$ cat src/rtl/branch_ctrl_if.sv
`default_nettype none
// ============================================================================
// Module      : branch_ctrl_if
// Description : Decode/ALU/PC-facing signal bundle for branch_ctrl.
// Revision    : 1.0 - initial release
// ============================================================================
interface branch_ctrl_if #(
    parameter int D     = 12,
    parameter int LUT_W = 4
);
    logic             start;
    logic [D-1:0]     prog_ctr;
    logic             br_valid;
    logic [2:0]       br_op;
    logic [LUT_W-1:0] lut_idx;
    logic             flag_we;
    logic             alu_zero;
    logic             lut_we;
    logic [LUT_W-1:0] lut_waddr;
    logic [D-1:0]     lut_wdata;
    logic             jump_en;
    logic             direction;
    logic [D-1:0]     target;
    logic             done;
    logic             stack_err;

    modport master (
        output start, prog_ctr, br_valid, br_op, lut_idx, flag_we, alu_zero,
               lut_we, lut_waddr, lut_wdata,
        input  jump_en, direction, target, done, stack_err
    );

    modport slave (
        input  start, prog_ctr, br_valid, br_op, lut_idx, flag_we, alu_zero,
               lut_we, lut_waddr, lut_wdata,
        output jump_en, direction, target, done, stack_err
    );
endinterface
`default_nettype wire

$ cat src/rtl/branch_ctrl.sv
`default_nettype none
// ============================================================================
// Module      : branch_ctrl
// Description : Branch resolver driving the PC jump interface; jump LUT,
//               zero flag, run/halt FSM. Define BRANCH_CTRL_RAS_EN for the
//               call/return stack.
// Revision    : 1.0 - initial release
// ============================================================================
module branch_ctrl #(
    parameter int D     = 12,
    parameter int LUT_W = 4,
    parameter int SD    = 4
) (
    input  wire logic    clk,
    input  wire logic    reset,
    branch_ctrl_if.slave bus
);
    typedef enum logic [1:0] {
        S_IDLE = 2'd0,
        S_RUN  = 2'd1,
        S_HALT = 2'd2
    } state_t;

    localparam logic [2:0] c_OP_BR   = 3'b001;
    localparam logic [2:0] c_OP_BZ   = 3'b010;
    localparam logic [2:0] c_OP_BNZ  = 3'b011;
    localparam logic [2:0] c_OP_CALL = 3'b100;
    localparam logic [2:0] c_OP_RET  = 3'b101;
    localparam logic [2:0] c_OP_HALT = 3'b110;

    state_t       r_state;
    logic         r_z;
    logic         r_done;
    logic [D-1:0] r_lut [2**LUT_W];

    logic [D-1:0] w_off;
    logic [D-1:0] w_mag;
    logic         w_lut_dir;
    logic         w_jump_en;
    logic         w_dir;
    logic [D-1:0] w_target;
    logic         w_halt;
    logic         w_fault;

`ifdef BRANCH_CTRL_RAS_EN
    localparam int c_SPW = $clog2(SD + 1);
    localparam int c_SIW = (SD > 1) ? $clog2(SD) : 1;

    logic [c_SPW-1:0] r_sp;
    logic [D-1:0]     r_stack [SD];
    logic             r_stack_err;
    logic             w_push;
    logic             w_pop;
    logic [c_SIW-1:0] w_push_idx;
    logic [c_SIW-1:0] w_top_idx;

    assign w_push_idx = c_SIW'(r_sp);
    assign w_top_idx  = c_SIW'(r_sp - 1'b1);
`endif

    // LUT is not reset; a write is visible to lookups from the next cycle.
    always_ff @(posedge clk) begin
        if (bus.lut_we) begin
            r_lut[bus.lut_waddr] <= bus.lut_wdata;
        end
    end

    assign w_off     = r_lut[bus.lut_idx];
    assign w_lut_dir = ~w_off[D-1];
    assign w_mag     = w_off[D-1] ? (~w_off + D'(1)) : w_off;

    always_comb begin
        w_jump_en = 1'b0;
        w_dir     = 1'b1;
        w_target  = '0;
        w_halt    = 1'b0;
        w_fault   = 1'b0;
`ifdef BRANCH_CTRL_RAS_EN
        w_push    = 1'b0;
        w_pop     = 1'b0;
`endif
        if (!reset && !bus.start) begin
            if (r_state == S_HALT) begin
                w_jump_en = 1'b1;
            end else if (r_state == S_RUN && bus.br_valid) begin
                case (bus.br_op)
                    c_OP_BR: begin
                        w_jump_en = 1'b1;
                        w_dir     = w_lut_dir;
                        w_target  = w_mag;
                    end
                    c_OP_BZ, c_OP_BNZ: begin
                        if (r_z == (bus.br_op == c_OP_BZ)) begin
                            w_jump_en = 1'b1;
                            w_dir     = w_lut_dir;
                            w_target  = w_mag;
                        end
                    end
`ifdef BRANCH_CTRL_RAS_EN
                    c_OP_CALL: begin
                        w_jump_en = 1'b1;
                        if (r_sp < c_SPW'(SD)) begin
                            w_push   = 1'b1;
                            w_dir    = w_lut_dir;
                            w_target = w_mag;
                        end else begin
                            w_fault = 1'b1;
                        end
                    end
                    c_OP_RET: begin
                        w_jump_en = 1'b1;
                        if (r_sp != '0) begin
                            w_pop    = 1'b1;
                            w_target = r_stack[w_top_idx] - bus.prog_ctr;
                        end else begin
                            w_fault = 1'b1;
                        end
                    end
`endif
                    c_OP_HALT: begin
                        w_jump_en = 1'b1;
                        w_halt    = 1'b1;
                    end
                    default: ;
                endcase
            end
        end
    end

    always_ff @(posedge clk) begin
        if (reset) begin
            r_state     <= S_IDLE;
            r_z         <= 1'b0;
            r_done      <= 1'b0;
`ifdef BRANCH_CTRL_RAS_EN
            r_sp        <= '0;
            r_stack_err <= 1'b0;
`endif
        end else if (bus.start) begin
            r_state     <= S_RUN;
            r_z         <= 1'b0;
            r_done      <= 1'b0;
`ifdef BRANCH_CTRL_RAS_EN
            r_sp        <= '0;
            r_stack_err <= 1'b0;
`endif
        end else begin
            if (bus.flag_we) begin
                r_z <= bus.alu_zero;
            end
            // Halt/fault requests are only raised while running.
            if (w_halt || w_fault) begin
                r_state <= S_HALT;
                r_done  <= 1'b1;
            end
`ifdef BRANCH_CTRL_RAS_EN
            if (w_fault) begin
                r_stack_err <= 1'b1;
            end
            if (w_push) begin
                r_stack[w_push_idx] <= bus.prog_ctr + D'(1);
                r_sp                <= r_sp + 1'b1;
            end
            if (w_pop) begin
                r_sp <= r_sp - 1'b1;
            end
`endif
        end
    end

    assign bus.jump_en   = w_jump_en;
    assign bus.direction = w_dir;
    assign bus.target    = w_target;
    assign bus.done      = r_done;
`ifdef BRANCH_CTRL_RAS_EN
    assign bus.stack_err = r_stack_err;
`else
    assign bus.stack_err = 1'b0;
`endif
endmodule
`default_nettype wire

$ cat src/flat_wrapper.sv
// flat-port wrapper written by rule: the top's interface ports become plain ports
module branch_ctrl_flat 
#(
    parameter int D     = 12,
    parameter int LUT_W = 4,
    parameter int SD    = 4
)
  (clk, reset, bus_start, bus_prog_ctr, bus_br_valid, bus_br_op, bus_lut_idx, bus_flag_we, bus_alu_zero, bus_lut_we, bus_lut_waddr, bus_lut_wdata, bus_jump_en, bus_direction, bus_target, bus_done, bus_stack_err);
  branch_ctrl_if #(.D(D), .LUT_W(LUT_W)) bus_i ();
  input  wire logic clk;
  input  wire logic reset;
  input wire logic [$bits(bus_i.start)-1:0] bus_start;
  input wire logic [$bits(bus_i.prog_ctr)-1:0] bus_prog_ctr;
  input wire logic [$bits(bus_i.br_valid)-1:0] bus_br_valid;
  input wire logic [$bits(bus_i.br_op)-1:0] bus_br_op;
  input wire logic [$bits(bus_i.lut_idx)-1:0] bus_lut_idx;
  input wire logic [$bits(bus_i.flag_we)-1:0] bus_flag_we;
  input wire logic [$bits(bus_i.alu_zero)-1:0] bus_alu_zero;
  input wire logic [$bits(bus_i.lut_we)-1:0] bus_lut_we;
  input wire logic [$bits(bus_i.lut_waddr)-1:0] bus_lut_waddr;
  input wire logic [$bits(bus_i.lut_wdata)-1:0] bus_lut_wdata;
  output wire logic [$bits(bus_i.jump_en)-1:0] bus_jump_en;
  output wire logic [$bits(bus_i.direction)-1:0] bus_direction;
  output wire logic [$bits(bus_i.target)-1:0] bus_target;
  output wire logic [$bits(bus_i.done)-1:0] bus_done;
  output wire logic [$bits(bus_i.stack_err)-1:0] bus_stack_err;
  assign bus_i.start = bus_start;
  assign bus_i.prog_ctr = bus_prog_ctr;
  assign bus_i.br_valid = bus_br_valid;
  assign bus_i.br_op = bus_br_op;
  assign bus_i.lut_idx = bus_lut_idx;
  assign bus_i.flag_we = bus_flag_we;
  assign bus_i.alu_zero = bus_alu_zero;
  assign bus_i.lut_we = bus_lut_we;
  assign bus_i.lut_waddr = bus_lut_waddr;
  assign bus_i.lut_wdata = bus_lut_wdata;
  assign bus_jump_en = bus_i.jump_en;
  assign bus_direction = bus_i.direction;
  assign bus_target = bus_i.target;
  assign bus_done = bus_i.done;
  assign bus_stack_err = bus_i.stack_err;
  branch_ctrl #(.D(D), .LUT_W(LUT_W), .SD(SD)) u_core (.clk(clk), .reset(reset), .bus(bus_i));
endmodule
$ cat config.mk
export PLATFORM = sky130hd
export DESIGN_NAME = branch_ctrl_flat
export DESIGN_NICKNAME = d
export VERILOG_FILES = /design/src/rtl/branch_ctrl_if.sv /design/src/rtl/branch_ctrl.sv /design/src/flat_wrapper.sv
export SDC_FILE = /design/constraint.sdc
export NUM_CORES = 1
export LEC_CHECK = 0
export CORE_AREA = 2 2 189 145
export DETAILED_ROUTE_END_ITERATION = 10
export DIE_AREA = 0 0 191 147
export PLACE_DENSITY = 0.57
export REMOVE_ABC_BUFFERS = 1
export SLEW_MARGIN = 40
export SYNTH_ARGS = -nofsm -noshare
export SYNTH_HDL_FRONTEND = slang
export SYNTH_SLANG_ARGS = --single-unit
export TNS_END_PERCENT = 1
$ cat constraint.sdc
create_clock -name clk -period 3.1 [get_ports clk]
set_input_delay 0.31 -clock clk [delete_from_list [all_inputs] [get_ports clk]]
set_output_delay 0.31 -clock clk [all_outputs]
set_load 0.05 [all_outputs]
After elaboration in Yosys (flattened, before gate mapping). Memory sizes are Yosys's and may differ from the RTL's. Cells that the tools add are included.

Bits in registers: 3. Latch bits: 0. RAM bits: 192. ROM bits: 0. Input bits: 42. Logic and storage cells: 46. Memories kept: 1.

Memory list: u_core.r_lut (depth 16, bits a word 12, read ports 1, clocked after Yosys merged registers in 0, wr ports 1, RTL line branch_ctrl.sv:34) `logic [D-1:0] r_lut [2**LUT_W];`.

$add $sub $neg: 1. Multipliers: 0. Div/mod/pow operators: 0. Magnitude comparators: 0. Equal/unequal tests: 7. Shifts and indexed selects: 0. Muxes and demuxes: 24. Bitwise gates (word level): 2. Reduce and logical (&&, ||, !) cells: 8.

Operators with widths (number): $mux W12 (5); $pmux W12 S2 (1); $mux W1 (16); $add A12 B1 Y12 const B (1); $not A12 Y12 (1); $eq A3 B2 Y1 const B (2); $reduce_or A2 Y1 (3); $pmux W1 S2 (2); $eq A3 B1 Y1 const B (1); $eq A3 B3 Y1 const B (1); $eq A2 B1 Y1 const B (1); $eq A2 B2 Y1 const B (1); $logic_and A1 B1 Y1 (2); $logic_not A1 Y1 (2); $reduce_bool A2 Y1 (1); $eq A1 B1 Y1 (1); $not A1 Y1 (1).

Longest topological paths before layout. Gate-level depths: netlist of the first run. An unclocked memory read counts as a cell.

Depth in word-level cells: 9. Mapped depth: 10. Mapped depth without buffers: 8.

Worst setup path after synthesis of the first run. No wires, ideal clock.

Path type: in2out. Start point: input port bus_lut_idx[0]. End point: output port bus_target[11]. Arrival: 2973 ps. Required time: 2790 ps. Path slack: -183 ps. Stages: 7. Path buffers: 1. Cell sequence: buf_2 -> mux4_2 -> a22oi_1 -> nand2_1 -> nor4_4 -> nand3_1 -> nor3_1.

Cells in the longest elaborated chain, start to end: 9.

Ends and longest elaborated chain: start: declaration (RTL line flat_wrapper.sv:16) `input wire logic [$bits(bus_i.lut_idx)-1:0] bus_lut_idx;`; $mem_v2 Z16 W12 (*); $not A12 Y12 (RTL line branch_ctrl.sv:70) `assign w_mag = w_off[D-1] ? (~w_off + D'(1)) : w_off;`; $add A12 B1 Y12 (RTL line branch_ctrl.sv:70); $mux W12 (*) (RTL line branch_ctrl.sv:70); $mux W12 (RTL line branch_ctrl.sv:93) `if (r_z == (bus.br_op == c_OP_BZ)) begin`; $pmux W12 S2 (*) (RTL line branch_ctrl.sv:86) `case (bus.br_op)`; $mux W12 (*) (RTL line branch_ctrl.sv:85) `end else if (r_state == S_RUN && bus.br_valid) begin`; $mux W12 (*) (RTL line branch_ctrl.sv:83) `if (r_state == S_HALT) begin`; $mux W12 (*) (RTL line branch_ctrl.sv:82) `if (!reset && !bus.start) begin`; end: declaration (RTL line flat_wrapper.sv:24) `output wire logic [$bits(bus_i.target)-1:0] bus_target;`.

Every way passes the cells marked *; elsewhere a longest branch is shown, timed or not.

Worst setup path in the final report of the first run.
Start point: memory u_core.r_lut[11][0]. End point: output port bus_target[7].

Cells in the longest elaborated chain, start to end: 9.

Ends and longest elaborated chain (RTL line): start: declaration (branch_ctrl.sv:34); $mem_v2 Z16 W12 (*); $not A12 Y12 (*) (branch_ctrl.sv:70); $add A12 B1 Y12 (*) (branch_ctrl.sv:70); $mux W12 (*) (branch_ctrl.sv:70); $mux W12 (branch_ctrl.sv:93); $pmux W12 S2 (*) (branch_ctrl.sv:86); $mux W12 (*) (branch_ctrl.sv:85); $mux W12 (*) (branch_ctrl.sv:83); $mux W12 (*) (branch_ctrl.sv:82).

Marked as above.

==> results of run 1 <==
## layer usage
layer	wire, microns	up-vias	track usage
li1	-	1783	-
met1	8500	2109	0.192
met2	8730	109	0.207
met3	860	14	0.0294
met4	161	0	0.0388
met5	0	-	0
## worst max path at each step
stage | from | to | slack (ns)
3_5_place_dp | bus_lut_idx[2] | bus_target[3] | -0.13
4_1_cts | u_core.r_lut[10][0] | bus_target[8] | -0.06
5_1_grt | u_core.r_lut[11][0] | bus_target[7] | -0.11
6_report | u_core.r_lut[11][0] | bus_target[7] | 0.004
3_3_place_gp | bus_lut_idx[3] | bus_target[2] | -0.07
2_1_floorplan | u_core.r_state[1] | bus_target[11] | -0.02
## registers in the layout, summed over array words and instances (netlist names)
name and count:
u_core.r_lut 192, u_core.r_state 2, u_core.r_z 1
## worst max-delay path: cells and delay by family (launching register included)
kind                      cells  cell delay, ns
AOI/OAI and AO/OA             3            0.59
xor gates and xnor gates      1            0.15
buffers and inverters         2            0.28
DFF                           1            0.36
muxes                         1            0.51
and+or+nand+nor               2            0.46
## power by group through the flow
| stage | sequential, mW | combinational, mW | clock (mW) |
|---|---|---|---|
| 6_report | 2.96 | 0.500 | 2.23 |
| 5_1_grt | 2.96 | 0.534 | 2.37 |
| 4_1_cts | 2.96 | 0.459 | 2.28 |
| 3_5_place_dp | 3.02 | 0.447 | 0 |
| 3_3_place_gp | 3.02 | 0.440 | 0 |
| 2_1_floorplan | 3.01 | 0.204 | 0 |
## cells in the final DEF, fill, tap and decap left out, drive strengths merged, types with 2 or more instances in the layout
cell type        n
nor4             2
nor2b            2
clkdlybuf4s50   27
mux4            49
a31oi            6
or3              2
nand2b           2
mux2i            3
clkinvlp         3
clkbuf          19
nor3             9
inv              8
dfxtp            3
a22oi           18
buf             72
nand3b           2
edfxtp         192
nand3            2
nor2            27
nand2           14
bufinv           2
a21oi            3
o21ai            2
clkinv           5
xnor2            8
## logic make-up after synthesis
kind of cell,count (synthesis),synth area share
compound gates,33,0.0307
xor+xnor,9,0.0102
fa+ha+maj,1,0.00161
buf+inv,20,0.0149
flops,195,0.752
mux,53,0.148
other cells,1,0.000484
simple gates,67,0.0429
## stage by stage
stage	instances	worst slack [ns]	total power [mW]	setup TNS [ns]	hold slack [ns]
6_report	847	0.00383	5.69	0	0.518
5_1_grt	847	-0.108	5.87	-0.732	0.494
4_1_cts	844	-0.0591	5.69	-0.160	0.487
3_5_place_dp	811	-0.129	3.47	-0.533	0.515
3_3_place_gp	811	-0.0697	3.45	-0.153	0.483
2_1_floorplan	362	-0.0163	3.22	-0.0163	0.387
## synthesized netlist by cell type
cell,number,area [sq um]
a21o_1,1,7.51
a21oi_1,3,15.0
a221oi_2,1,15.0
a22o_1,1,8.76
a22oi_1,18,135
a31oi_1,6,37.5
a41oi_1,1,8.76
and2_1,1,6.26
and2b_1,1,7.51
buf_2,5,25.0
buf_4,1,7.51
buf_6,4,45.0
clkbuf_1,7,26.3
conb_1,1,3.75
dfxtp_1,3,60.1
edfxtp_1,192,5770
ha_1,1,12.5
inv_1,3,11.3
mux2_2,1,11.3
mux2i_1,3,30.0
mux4_2,49,1100
nand2_1,14,52.6
nand2b_1,2,12.5
nand3_1,2,10.0
nand3b_1,2,15.0
nand4b_1,1,8.76
nor2_1,27,101
nor2b_1,2,12.5
nor3_1,9,45.0
nor4_2,1,12.5
nor4_4,1,21.3
o21ai_0,1,5.00
o21ai_1,1,5.00
or2_2,1,6.26
or3_1,2,12.5
or3b_2,1,8.76
xnor2_1,8,70.1
xor2_1,1,8.76
## repair_timing
| action | 4_1_cts | 5_1_grt |
|---|---|---|
| pin swaps | 5 | 15 |
| hold buffers | 0 | 0 |
| gates resized for setup | 10 | 29 |
| setup buffers | 1 | 3 |
| endpoints found under the setup margin | 9 | 10 |
| hold endpoints to repair | 0 | 0 |
## cell type report
class	instances	area, sq um
clock inverters	15	176
inverters	3	11.3
multi-input cells	164	1980
clock buffers	17	425
repair buffers	102	1080
fillers	2408	16400
flip-flops and latches	195	5830
well taps	351	439
==> results.json, run 1 <==
{
  "hold_violations": 0,
  "worstHoldEndpoint": "u_core.r_z",
  "worstHoldPathCells": 2,
  "grt_setup_unrepaired": "yes",
  "fmax_mhz": 323,
  "clock_skew_ns": 0.00188,
  "core_area_sq_um": 26400,
  "crit_slowest_cell": "mux4_2",
  "ant_nets": 0,
  "place_congestion": 0.796,
  "min_path_type": "in -> reg",
  "placed_cell_area_sq_um": 9140,
  "status": "finished, final reports clean",
  "hpwl_microns": 12000,
  "antenna_found_initial": 0,
  "p_sw_mw": 1.29,
  "cp-end-kind": "output port",
  "rows": 52,
  "maxSlewViolCount": 0,
  "yosysWarnings": 0,
  "die_w_microns": 191,
  "drcViolationCount": 0,
  "vdd_drop_max_uv": 407,
  "rr_worst_depth": 3,
  "diodes": 0,
  "cts.sinks": 195,
  "ios": 58,
  "netlist_area_sq_um": 7750,
  "num_vias": 4015,
  "postSynthAreaPerCell_sq_um": 20.5,
  "pwr-share-comb": 0.088,
  "design.die.area_sq_um": 28100,
  "cap_violations": 0,
  "power_frac_clock": 0.392,
  "fin_crit_sh": 0.999,
  "hp-start": "reset",
  "fin_area_sq_um": 9940,
  "cpPeakStageDelay_ns": 0.51,
  "synth.distinct_cells": 38,
  "clk_latency_ns": 0.43,
  "cts_tree": "yes",
  "r2r_setup_slack_ns": 2.01,
  "htreeDepth": 4,
  "setup_viol": 0,
  "netSwitchingFraction": 0.227,
  "path_cells": "mux4_2 > a22o_1 > a221oi_4 > and2b_2 > buf_6 > a31oi_4 > xnor2_1 > nor2_2 > buf_12",
  "start_util": 0.294,
  "final_core_util": 0.377,
  "cts-root-buf": "clkbuf_16",
  "worst_pin_slew_ns": 0.642,
  "cp_data_required_time_ns": 2.79,
  "p_leak_nw": 3.21,
  "nets": 526,
  "wl_per_cell_microns": 21.6,
  "grt_max_degree": 29,
  "grt_usage": 0.134,
  "critPathKind": "reg -> out",
  "p_per_area_nw_per_um2": 572,
  "synthToLayoutAreaGrowth_pct": 28.3,
  "timing.rr.start": "u_core.r_state[1]",
  "vias_per_cell": 4.74,
  "cts_buffer_depth": 2,
  "ys_seq_area_frac": 0.752,
  "start_kind": "flip-flop",
  "cts_made_buffers": 17,
  "grt_pass1_vias": 4139,
  "arrival_ns": 2.79,
  "dr.pass1.iters": 5,
  "ys_seq_elements": 195,
  "die_h_microns": 147,
  "wirelength_microns": 18300,
  "share_seq_of_total_power": 0.520,
  "grt_pass1_wl_microns": 26600,
  "worstPathMaxFanout": 5,
  "drive_above_1_share": 0.387,
  "first_iter_violations": 352,
  "r2r-end": "u_core.r_state[0]",
  "internal-power_mw": 4.40,
  "port_buffers": 44,
  "layout_min_cycle_time_ns": 3.10,
  "clk_pin_slew_ns": 0.07,
  "relSlewSlack": 0.570,
  "grt_remaining_overflow": 0,
  "syn_inst": 379
}
No activity file was read; power rests on OpenSTA's default activity.
==> run 2: changes to the inputs <==
--- a/config.mk
+++ b/config.mk
@@ -5,9 +5,10 @@
 export SDC_FILE = /design/constraint.sdc
 export NUM_CORES = 1
 export LEC_CHECK = 0
-export CORE_AREA = 2 2 189 145
+export ABC_CLOCK_PERIOD_IN_PS = 3100
+export CORE_AREA = 2 2 164 166
 export DETAILED_ROUTE_END_ITERATION = 10
-export DIE_AREA = 0 0 191 147
+export DIE_AREA = 0 0 166 168
 export PLACE_DENSITY = 0.57
 export REMOVE_ABC_BUFFERS = 1
 export SLEW_MARGIN = 40
==> run 2 against run 1 <==
Effect of this change:
- die area shrank 0.67%
- worst hold slack lost 0.016 ns
- cell count grew 0.35%
- register-to-register slack is essentially flat
- design area grew 0.30%
- clock power shrank 4%
- non-clock buffer count grew 13
- largest power group unchanged
==> results.json, run 2 (synthesis results as in run 1) <==
{
  "crit_slowest_cell": "mux4_2",
  "drive_above_1_share": 0.389,
  "vias_per_cell": 4.79,
  "relSlewSlack": 0.481,
  "cpMostUsedCell": "buf_4",
  "n_fill_cell": 2352,
  "top_usage_layer": "met2",
  "clk_pin_slew_ns": 0.07,
  "core_area_sq_um": 26400,
  "synthToLayoutAreaGrowth_pct": 28.7,
  "htreeDepth": 4,
  "fin_crit_sh": 0.986,
  "ant_nets": 0,
  "port_buffers": 44,
  "min_path_type": "in -> reg",
  "rows": 60,
  "hold_buffers": 0,
  "met2_usage": 0.256,
  "ios": 58,
  "multi_input_area_sq_um": 1930,
  "cp_data_required_time_ns": 2.79,
  "die_w_microns": 166,
  "cts_tree": "yes",
  "grt_remaining_overflow": 0,
  "start_util": 0.294,
  "place_congestion": 0.759,
  "fmax_mhz": 327,
  "maxSlewViolCount": 0,
  "worst_pin_slew_ns": 0.774,
  "largest_registers": "u_core.r_lut x192, u_core.r_state x2, u_core.r_z x1",
  "clk_latency_ns": 0.43,
  "final_common_cell": "edfxtp_1",
  "cts_buffer_depth": 2,
  "p_per_area_nw_per_um2": 561,
  "wirelength_microns": 18200,
  "first_iter_violations": 298,
  "grt_max_degree": 22,
  "cts.sinks": 195,
  "regMostFlops": "u_core.r_lut",
  "layout_min_cycle_time_ns": 3.06,
  "hold_violations": 0,
  "wl_per_cell_microns": 21.5,
  "placed_cell_area_sq_um": 9220,
  "cap_violations": 0,
  "clock_skew_ns": 0.000146,
  "cpPeakStageDelay_ns": 0.48,
  "grt_setup_unrepaired": "yes",
  "grt_pass1_wl_microns": 27500,
  "setup_viol": 0,
  "p_leak_nw": 3.26,
  "path_cells": "mux4_2 > a22oi_2 > nand2_2 > nor4_4 > buf_4 > a31oi_2 > xnor2_1 > nor2_1 > buf_4 > buf_12",
  "regArea_sq_um": 5830,
  "cts-root-buf": "clkbuf_16",
  "cp-end-kind": "output port",
  "fin_area_sq_um": 9970,
  "total_power_mw": 5.59,
  "grtUsageMet3": 0.0294,
  "nets": 539,
  "vdd_drop_max_uv": 379,
  "dr.pass1.iters": 4,
  "final_cell_mix": "edfxtp_1, buf_4, mux4_2",
  "largest_reg_flops": 192,
  "antenna_found_initial": 0,
  "die_h_microns": 168,
  "num_vias": 4072,
  "status": "finished, final reports clean",
  "cts_made_buffers": 17,
  "design.die.area_sq_um": 27900,
  "hpwl_microns": 11800,
  "worstPathMaxFanout": 6,
  "arrival_ns": 2.75,
  "diodes": 0,
  "gr-usage-met1": 0.153,
  "critPathKind": "reg -> out",
  "start_kind": "flip-flop",
  "drcViolationCount": 0,
  "grt_pass1_vias": 4389,
  "grt_usage": 0.136
}
[run 2: changes by cell type in the layout (fill, tap and decap cells not counted), moves of 3 or more]
cell,before,now
a31oi_4,3,0
clkinvlp_4,3,0
inv_8,3,7
buf_4,52,64
nor2_2,8,3
nor2_1,19,24
buf_12,16,20
[run 2: where the power goes]
part / leakage [nW] / total (mW) / internal, mW / switching, mW
combinational: 1.21 / 0.492 / 0.241 / 0.251
sequential: 1.76 / 2.96 / 2.95 / 0.0124
clock: 0.289 / 2.14 / 1.08 / 1.06
[run 2: layout make-up]
class	instances	area share
sequential	195	0.584
timing repair buffer	115	0.121
tap	341	0.0428
clock inverter	15	0.0153
inverter	3	0.00113
clock buffer	17	0.0426
multi-input combinational	164	0.194
[run 2: per-stage QoR]
step	cells	hold WS, ns	util	setup WS, ns	setup TNS (ns)
floorplan	362	0.387	-	-0.0163	-0.0163
global placement	811	0.477	0.350	-0.133	-0.341
detailed placement	811	0.519	0.350	-0.131	-0.656
CTS	849	0.485	0.376	0.00734	0
global route	850	0.502	0.379	-0.105	-0.491
finish	850	0.502	0.379	0.0433	0
[run 2: worst max-delay path, delay by kind of cell, from the launching register on]
kind / cells / cell delay [ns]
flip-flops: 1 / 0.37
AO/OA/AOI/OAI: 2 / 0.35
AND/OR/NAND/NOR: 3 / 0.46
buffers and inverters: 3 / 0.47
multiplexers: 1 / 0.48
XOR/XNOR: 1 / 0.16
[run 2: what timing repair did]
action / in CTS / in global routing
resized for setup: 17 / 9
buffers inserted: 6 / 1
pin swaps: 5 / 1
setup endpoints to repair: 9 / 10
[run 2: metal layers]
layer,wire length [microns],part of all wire,vias to the layer above
li1,-,-,1808
met1,7030,0.39,2168
met2,10200,0.56,78
met3,747,0.041,18
met4,289,0.016,0
met5,0,0,-
[run 2: final timing paths]
check,start,end,slack (ns),cells past startpoint
hold reg to reg,u_core.r_state[1],u_core.r_state[1],0.54,1
setup reg to reg,u_core.r_state[1],u_core.r_state[0],2.00,3
hold / removal,bus_start,u_core.r_z,0.50,2
setup / recovery,u_core.r_lut[11][3],bus_target[10],0.04,10
